$ cat src/rtl/cla_pkg.sv
// Shared constants and parameter checking for the pipelined CLA adder.
package cla_pkg;

    localparam int GROUP_BITS = 4;

    // WIDTH must split into STAGES equal segments, each a whole number of 4-bit groups.
    function automatic bit cla_width_ok(input int width, input int stages);
        if (stages < 1 || width < GROUP_BITS) return 1'b0;
        if ((width % GROUP_BITS) != 0) return 1'b0;
        if (stages > (width / GROUP_BITS)) return 1'b0;
        return ((width % (GROUP_BITS * stages)) == 0);
    endfunction

endpackage

$ cat src/rtl/cla_group4.sv
// One 4-bit carry-lookahead group: sum bits plus group propagate/generate.
module cla_group4
    import cla_pkg::*;
(
    input  logic [GROUP_BITS-1:0] a,
    input  logic [GROUP_BITS-1:0] b,
    input  logic                  ci,
    output logic [GROUP_BITS-1:0] s,
    output logic                  gp,
    output logic                  gg,
    output logic                  co
);

    logic [3:0] w_p;
    logic [3:0] w_g;
    logic [3:0] w_c;

    // Bit propagate/generate, lookahead carries and group terms.
    always_comb begin
        w_p    = a ^ b;
        w_g    = a & b;
        w_c[0] = ci;
        w_c[1] = w_g[0] | (w_p[0] & ci);
        w_c[2] = w_g[1] | (w_p[1] & w_g[0]) | (w_p[1] & w_p[0] & ci);
        w_c[3] = w_g[2] | (w_p[2] & w_g[1]) | (w_p[2] & w_p[1] & w_g[0])
               | (w_p[2] & w_p[1] & w_p[0] & ci);
        gp     = &w_p;
        gg     = w_g[3] | (w_p[3] & w_g[2]) | (w_p[3] & w_p[2] & w_g[1])
               | (w_p[3] & w_p[2] & w_p[1] & w_g[0]);
        co     = gg | (gp & ci);
        s      = w_p ^ w_c;
    end

endmodule

$ cat src/rtl/pipelined_cla_adder.sv
// Pipelined add/subtract: each stage adds one SEG-bit slice with 4-bit CLA groups,
// passing the slice carry forward through a register. Valid/ready handshake with
// a single global advance so a stalled output freezes the whole pipe.
module pipelined_cla_adder
    import cla_pkg::*;
#(
    parameter int WIDTH  = 32,
    parameter int STAGES = 4
) (
    input  logic             clk,
    input  logic             rst_n,
    input  logic             in_valid,
    output logic             in_ready,
    input  logic [WIDTH-1:0] a,
    input  logic [WIDTH-1:0] b,
    input  logic             cin,
    input  logic             sub,
    output logic             out_valid,
    input  logic             out_ready,
    output logic [WIDTH-1:0] sum,
    output logic             cout,
    output logic             ovf
);

    localparam int SEG = (STAGES > 0) ? (WIDTH / STAGES) : GROUP_BITS;
    localparam int NG  = SEG / GROUP_BITS;

    if (!cla_width_ok(WIDTH, STAGES)) begin : g_param_check
        $error("pipelined_cla_adder: illegal WIDTH/STAGES combination");
    end

    logic             w_adv;
    logic [WIDTH-1:0] w_b_eff;
    logic             w_c0;

    assign w_adv    = !out_valid || out_ready;
    assign in_ready = w_adv;
    assign w_b_eff  = sub ? ~b : b;
    assign w_c0     = sub | cin;

    genvar k, j;
    for (k = 0; k < STAGES; k++) begin : g_stg
        localparam int LO  = k * SEG;
        localparam int REM = WIDTH - LO;

        // Operand bits not yet summed, the carry into this slice, and the
        // lower result bits already finished by earlier stages.
        logic [REM-1:0]      w_a;
        logic [REM-1:0]      w_b;
        logic                w_ci;
        logic                w_vi;
        logic [LO+SEG-1:0]   w_s_nxt;
        logic [SEG-1:0]      w_seg_s;
        logic [NG:0]         w_gc;
        logic [NG-1:0]       w_gp;
        logic [NG-1:0]       w_gg;
        logic [NG-1:0]       w_unused_co;
        logic [LO+SEG-1:0]   r_s;
        logic                r_c;
        logic                r_v;

        if (k == 0) begin : g_src
            assign w_a     = a;
            assign w_b     = w_b_eff;
            assign w_ci    = w_c0;
            assign w_vi    = in_valid;
            assign w_s_nxt = w_seg_s;
        end else begin : g_src
            assign w_a     = g_stg[k-1].g_fwd.r_a;
            assign w_b     = g_stg[k-1].g_fwd.r_b;
            assign w_ci    = g_stg[k-1].r_c;
            assign w_vi    = g_stg[k-1].r_v;
            assign w_s_nxt = {w_seg_s, g_stg[k-1].r_s};
        end

        // Group carries ripple through the group P/G terms within the slice.
        assign w_gc[0] = w_ci;
        for (j = 0; j < NG; j++) begin : g_grp
            cla_group4 u_grp (
                .a  (w_a[j*GROUP_BITS +: GROUP_BITS]),
                .b  (w_b[j*GROUP_BITS +: GROUP_BITS]),
                .ci (w_gc[j]),
                .s  (w_seg_s[j*GROUP_BITS +: GROUP_BITS]),
                .gp (w_gp[j]),
                .gg (w_gg[j]),
                .co (w_unused_co[j])
            );
            assign w_gc[j+1] = w_gg[j] | (w_gp[j] & w_gc[j]);
        end

        // Stage valid, accumulated sum bits and slice carry-out.
        always_ff @(posedge clk or negedge rst_n) begin
            if (!rst_n) begin
                r_v <= 1'b0;
                r_s <= '0;
                r_c <= 1'b0;
            end else if (w_adv) begin
                r_v <= w_vi;
                r_s <= w_s_nxt;
                r_c <= w_gc[NG];
            end
        end

        if (k < STAGES - 1) begin : g_fwd
            logic [REM-SEG-1:0] r_a;
            logic [REM-SEG-1:0] r_b;

            // Upper operand slices wait here for their carry.
            always_ff @(posedge clk or negedge rst_n) begin
                if (!rst_n) begin
                    r_a <= '0;
                    r_b <= '0;
                end else if (w_adv) begin
                    r_a <= w_a[REM-1:SEG];
                    r_b <= w_b[REM-1:SEG];
                end
            end
        end else begin : g_last
            logic w_c_msb;
            logic r_ovf;

            // Carry into the MSB recovered from the MSB sum bit.
            assign w_c_msb = w_a[SEG-1] ^ w_b[SEG-1] ^ w_seg_s[SEG-1];

            // Signed overflow flag aligned with the final sum.
            always_ff @(posedge clk or negedge rst_n) begin
                if (!rst_n) begin
                    r_ovf <= 1'b0;
                end else if (w_adv) begin
                    r_ovf <= w_c_msb ^ w_gc[NG];
                end
            end
        end
    end

    assign out_valid = g_stg[STAGES-1].r_v;
    assign sum       = g_stg[STAGES-1].r_s;
    assign cout      = g_stg[STAGES-1].r_c;
    assign ovf       = g_stg[STAGES-1].g_last.r_ovf;

endmodule

$ cat config.mk
export PLATFORM = sky130hd
export DESIGN_NAME = pipelined_cla_adder
export DESIGN_NICKNAME = d
export VERILOG_FILES = /design/src/rtl/cla_pkg.sv /design/src/rtl/cla_group4.sv /design/src/rtl/pipelined_cla_adder.sv
export SDC_FILE = /design/constraint.sdc
export NUM_CORES = 1
export LEC_CHECK = 0
export ABC_AREA = 0
export BUFFER_PORTS_ARGS = -buffer_cell sky130_fd_sc_hd__clkbuf_2
export CAP_MARGIN = 20
export CELL_PAD_IN_SITES_DETAIL_PLACEMENT = 1
export CELL_PAD_IN_SITES_GLOBAL_PLACEMENT = 2
export CORE_ASPECT_RATIO = 0.5
export CORE_MARGIN = 10
export CORE_UTILIZATION = 36
export CTS_CLUSTER_DIAMETER = 40
export CTS_CLUSTER_SIZE = 40
export DETAILED_ROUTE_END_ITERATION = 12
export PLACE_DENSITY = 0.88
export SLEW_MARGIN = 10
export SYNTH_ARGS = -nofsm -noshare
export SYNTH_HDL_FRONTEND = slang
export SYNTH_HIERARCHICAL = 1
export SYNTH_SLANG_ARGS = --single-unit
$ cat constraint.sdc
create_clock -name clk -period 3.5 [get_ports clk]
set_input_delay 0.7 -clock clk [delete_from_list [all_inputs] [get_ports clk]]
set_output_delay 0.7 -clock clk [all_outputs]
set_load 0.1 [all_outputs]
# Word-level counts from Yosys, hierarchy flattened
# Index checks and enable logic that the tools add are counted.
# Widths: inputs -> output; s select.
[op_classes]
muxes = 1
reduce_logical = 10
multipliers = 0
order_cmp = 0
bitwise_logic = 229
eq_ne = 0
div = 0
shifts = 0
addsub = 0
[op_table]
columns = ["operator", "count"]
rows = [
  ["$and 1x1->1", 120],
  ["$or 1x1->1", 81],
  ["$xor 4x4->4", 16],
  ["$and 4x4->4", 8],
  ["$mux 32", 1],
  ["$not 32->32", 1],
  ["$reduce_and 4->1", 8],
  ["$xor 1x1->1", 3],
  ["$logic_not 1->1", 1],
  ["$logic_or 1x1->1", 1],
]
[word_totals]
inputBits = 70
reg_bits = 185
latchBits = 0
wordCells = 259
out_inout_bits = 36
mem_bits_ro = 0
mem_count = 0
mem_bits_rw = 0

# Depth between registers and ports, before layout
[logic_depth]
word_depth = 11
ltp_mapped = 13

# Modules after synthesis
# Netlist, hierarchy kept.
[by_module_without_submodules]
columns = ["module", "seq_area_each_um2", "cells_each", "instances", "area_per_inst_um2"]
rows = [
  ["pipelined_cla_adder", 4629.4, 802, 1, 7354.6],
  ["cla_group4 (g_stg[0].g_grp[0].u_grp ...)", 0.0, 22, 6, 193.9],
  ["cla_group4 (g_stg[0].g_grp[1].u_grp ...)", 0.0, 22, 2, 182.7],
]

# Worst setup path before layout
# OpenSTA, ideal clock, no wires.
[synth_path]
path_kind = "input port to flip-flop"
startpoint = "input sub"
endpoint = "register g_stg[0].r_s[4]"
n_path_buf = 2
setup_time_ps = 65
setup_slack_ps = 568
path_stages = 13
t_arrival_ps = 2867
path_cell_list = "buf_2 > buf_4 > xor2_1 > ha_1 > a21oi_2 > o21bai_1 > a21o_1 > or2_2 > inv_1 > fa_1 > inv_1 > nand2_1 > nand2_1"
[synth_between]
elab_cells_between_ends = 17
classes_between = "mux: 1; bitwise: 15; reduce/logical: 1"
[synth_rtl]
columns = ["element", "line_no", "source"]
rows = [
  ["from (decl)", "pipelined_cla_adder.sv:17", "input logic sub,"],
  ["$mux 32 (*)", "pipelined_cla_adder.sv:38", "assign w_b_eff = sub ? ~b : b;"],
  ["named net g_stg[0].w_b[1]", "pipelined_cla_adder.sv:49", "logic [REM-1:0] w_b;"],
  ["$and 4x4->4 or $xor 4x4->4 (tied branches)", "cla_group4.sv:21, cla_group4.sv:20", ""],
  ["$and 1x1->1, on equally long branches", "cla_group4.sv:28, cla_group4.sv:29", ""],
  ["$or 1x1->1 or $and 1x1->1 (tied branches)", "cla_group4.sv:28, cla_group4.sv:29", ""],
  ["$or 1x1->1 (*)", "cla_group4.sv:29", "| (w_p[3] & w_p[2] & w_p[1] & w_g[0]);"],
  ["named net g_stg[0].w_gg[0]", "pipelined_cla_adder.sv:56", "logic [NG-1:0] w_gg;"],
  ["$or 1x1->1 (*)", "-", ""],
  ["named net g_stg[0].w_gc[1]", "pipelined_cla_adder.sv:54", "logic [NG:0] w_gc;"],
  ["$xor 4x4->4 (*)", "cla_group4.sv:31", "s = w_p ^ w_c;"],
  ["named net g_stg[0].w_s_nxt[4]", "pipelined_cla_adder.sv:52", "logic [LO+SEG-1:0] w_s_nxt;"],
  ["to (signal assigned)", "pipelined_cla_adder.sv:99", "r_s <= w_s_nxt;"],
  ["to (decl)", "pipelined_cla_adder.sv:58", "logic [LO+SEG-1:0] r_s;"],
]
# The timed path passes the listed nets; every way through them passes the cells marked *.
# A chain may end at the register's enable or synchronous reset.

# Worst setup path after layout
[layout_path]
startpoint = "register g_stg[2].g_fwd.r_a[1]"
endpoint = "register g_stg[3].g_last.r_ovf, in the netlist ovf"
[layout_between]
elab_chain_len = 10
elab_cells_between_ends = 17
classes_between = "bitwise: 16; reduce/logical: 1"
[layout_rtl]
columns = ["element", "line_no", "source"]
rows = [
  ["from (decl)", "pipelined_cla_adder.sv:105", "logic [REM-SEG-1:0] r_a;"],
  ["from (signal assigned)", "pipelined_cla_adder.sv:114", "r_a <= w_a[REM-1:SEG];"],
  ["$and 4x4->4 or $xor 4x4->4 (tied branches)", "cla_group4.sv:21, cla_group4.sv:20", ""],
  ["$and 1x1->1, on equally long branches", "cla_group4.sv:28, cla_group4.sv:29", ""],
  ["$or 1x1->1 or $and 1x1->1 (tied branches)", "cla_group4.sv:28, cla_group4.sv:29", ""],
  ["$or 1x1->1 (*)", "cla_group4.sv:29", ""],
  ["named net g_stg[3].w_gg[0]", "pipelined_cla_adder.sv:56", ""],
  ["$or 1x1->1 (*)", "-", ""],
  ["named net g_stg[3].w_gc[1]", "pipelined_cla_adder.sv:54", ""],
  ["$and 1x1->1 (*)", "cla_group4.sv:26", "| (w_p[2] & w_p[1] & w_p[0] & ci);"],
  ["$or 1x1->1 (*)", "cla_group4.sv:26", ""],
  ["$xor 4x4->4 (*)", "cla_group4.sv:31", ""],
  ["named net g_stg[3].w_s_nxt[31]", "pipelined_cla_adder.sv:52", ""],
  ["$xor 1x1->1 (*)", "pipelined_cla_adder.sv:123", "assign w_c_msb = w_a[SEG-1] ^ w_b[SEG-1] ^ w_seg_s[SEG-1];"],
  ["$xor 1x1->1 (*)", "pipelined_cla_adder.sv:130", "r_ovf <= w_c_msb ^ w_gc[NG];"],
  ["to (signal assigned)", "pipelined_cla_adder.sv:130", ""],
  ["to (decl)", "pipelined_cla_adder.sv:120", "logic r_ovf;"],
]
# Marks and branches as above.

==> summary.txt <==
Detailed routing
  – Vias/cell: 4.47
  – Remaining DRCs: 0
  – Routed WL: 19900 um
  – DRT iter0 DRCs: 386
  – Total number of vias: 6291
  – WL per Instance: 14.2 um
  – Pre-antenna DRT Iters: 4
  – Number of routed nets with antenna violations: 0

Global route
  – Vias in the first global route: 6750
  – Initial antenna violation count: 0
  – Largest net degree at the start of global routing: 209
  – Grt ovf: 0
  – Total GRT Usage: 0.133
  – First-pass GRT wire length: 33900 um

Placement
  – Hpwl dp: 13700 um
  – Inst Count DP: 1377
  – Dpl cell area: 9580 um^2
  – GPL Wtd Cong: 0.793
  – Buffers on Ports: 105
  – Pre-CTS setup slack: 0.482 ns

STA
  – Worst slew pin tran: 0.955 ns
  – RSZ-0062 raised after global routing: no
  – WHS: 0.300 ns
  – Final worst-path cycle share: 0.779
  – Maximum clock frequency: 0.367 GHz
  – Final Critical Period: 2.73 ns
  – Setup TNS: 0 ns
  – Fin worst setup slack: 0.774 ns
  – Rel. slew slack: 0.363
  – Final Hold Vio Count: 0
  – Final setup violation count: 0
  – Max Slew Vio Count: 0
  – Fin Clk Skew: 0.00819 ns

Synthesis
  – Syn Std Cell Area: 8820 um^2
  – Syn_nets: 1080
  – Cells after Synth: 970
  – Synthesis Warnings: 6
  – Avg Inst Size Synth: 9.10 um^2

Critical path
  – Critical Path Fanout Max: 5
  – Origin of the critical flop-to-flop path: g_stg[2].g_fwd.r_a[1]$_DFFE_PN0P_
  – R2R Setup Slk: 0.77 ns
  – CP Class: reg2reg
  – Reg2reg path depth: 11
  – CP startpoint kind: flop
  – Critical path required time: 3.81 ns
  – Crit end category: flop
  – RR Endpoint: ovf$_DFFE_PN0P_
  – Worst Path Arrival: 3.03 ns

Finish
  – Most frequent cells in the layout: nand2_1 (492), dfrtp_1 (185), clkbuf_2 (103)
  – N_diodes: 0
  – Design Area, Final: 10200 um^2
  – # fillers: 2848
  – Final #Nets: 1170
  – Layout cells sized above 1: 0.166
  – Area growth syn-to-layout: 15.6%
  – Layout Utilization: 0.424
  – Non-Filler Instances: 1408
  – Commonest non-fill, non-tap cell in the layout: nand2_1

Power
  – Total chip power: 10.7 mW
  – Sequential share of power: 0.341
  – Max VDD drop: 0.361 mV
  – Clock power share: 0.188
  – Static Leak: 5.42 nW
  – Net Sw Frac: 0.461
  – Pint: 5.77 mW
  – Combinational Power Share: 0.470
  – P_sw: 4.93 mW
  – Pwr dens: 1050 nW/um^2

Clock tree
  – CTS sink cnt: 185
  – Num CTS Buffers: 17
  – Setup repair bufs after CTS: 0
  – Clock transition at path regs: 0.07 ns
  – Clk Latency, worst-skew pair: 0.43 ns
  – Clock root cell: clkbuf_16
  – Cts hold-fix bufs: 0
  – CTS tree: built
  – Clock buffer depth: 2
  – H-tree depth: 4
  – CTS resizes: 0

Flow run
  – Max Cap Viol: 0

Floorplanning
  – Die X: 241 um
  – Initial Util: 0.367
  – FP Rows: 40
  – Core Region: 24100 um^2
  – # IOs: 106
  – Die H: 131 um
  – Die area: 31600 um^2

Min path
  – Hold crit path type: in2async

Run status
  – Status: complete, no violations
## registers in the layout (all words and copies together), names as in the netlist
| signal | count |
|---|---|
| g_stg.g_fwd.r_a | 48 |
| g_stg.r_v | 3 |
| g_stg.g_fwd.r_b | 48 |
| cout | 1 |
| sum | 32 |
| g_stg.r_c | 3 |
| ovf | 1 |
| g_stg.r_s | 48 |
| out_valid | 1 |
## worst max-delay path, cell delays in order (launching register included)
cell and delay (ns):
dfrtp_1 0.38, ha_1 0.39, a21oi_2 0.21, o21bai_1 0.09, a21o_1 0.20, a21o_1 0.19
a41oi_1 0.27, o21ai_2 0.09, xor2_1 0.20, xnor3_1 0.27, a211oi_1 0.23, a211oi_1 0.08
## power by group through the flow
stage                     clock (mW)  sequential [mW]  combinational, mW
after floorplan                    0             4.96               2.79
after global placement             0             3.65               4.92
after detailed placement           0             3.70               5.09
after CTS                       2.08             3.67               5.12
after global routing            2.17             3.79               5.63
final                           2.02             3.65               5.03
## per-layer routing
layer	part of all wire	GRT usage
met4	0.012	0.0441
met1	0.48	0.167
met5	0	0
met2	0.48	0.225
met3	0.025	0.0274
## how the worst max path moves through the flow
stage                                       from                          end  slack [ns]  cells after the start
2_1_floorplan                                sub  g_stg[0].r_s[4]$_DFFE_PN0P_        0.57                     13
3_3_place_gp                                 sub  g_stg[0].r_s[4]$_DFFE_PN0P_        0.53                     12
3_5_place_dp                                 sub  g_stg[0].r_s[4]$_DFFE_PN0P_        0.48                     12
4_1_cts        g_stg[2].g_fwd.r_a[1]$_DFFE_PN0P_              ovf$_DFFE_PN0P_        0.79                     11
5_1_grt        g_stg[2].g_fwd.r_a[1]$_DFFE_PN0P_              ovf$_DFFE_PN0P_        0.61                     11
6_report       g_stg[2].g_fwd.r_a[1]$_DFFE_PN0P_              ovf$_DFFE_PN0P_        0.77                     11
## area by class of cell
class	count	area, um^2	share of cell area
multi-input combinational	700	3730	0.366
timing repair buffer	115	649	0.0637
inverter	41	156	0.0153
tap	336	420	0.0412
clock inverter	10	143	0.0140
sequential	185	4630	0.454
clock buffer	21	470	0.0461
Power figures use the tool's default switching activity.
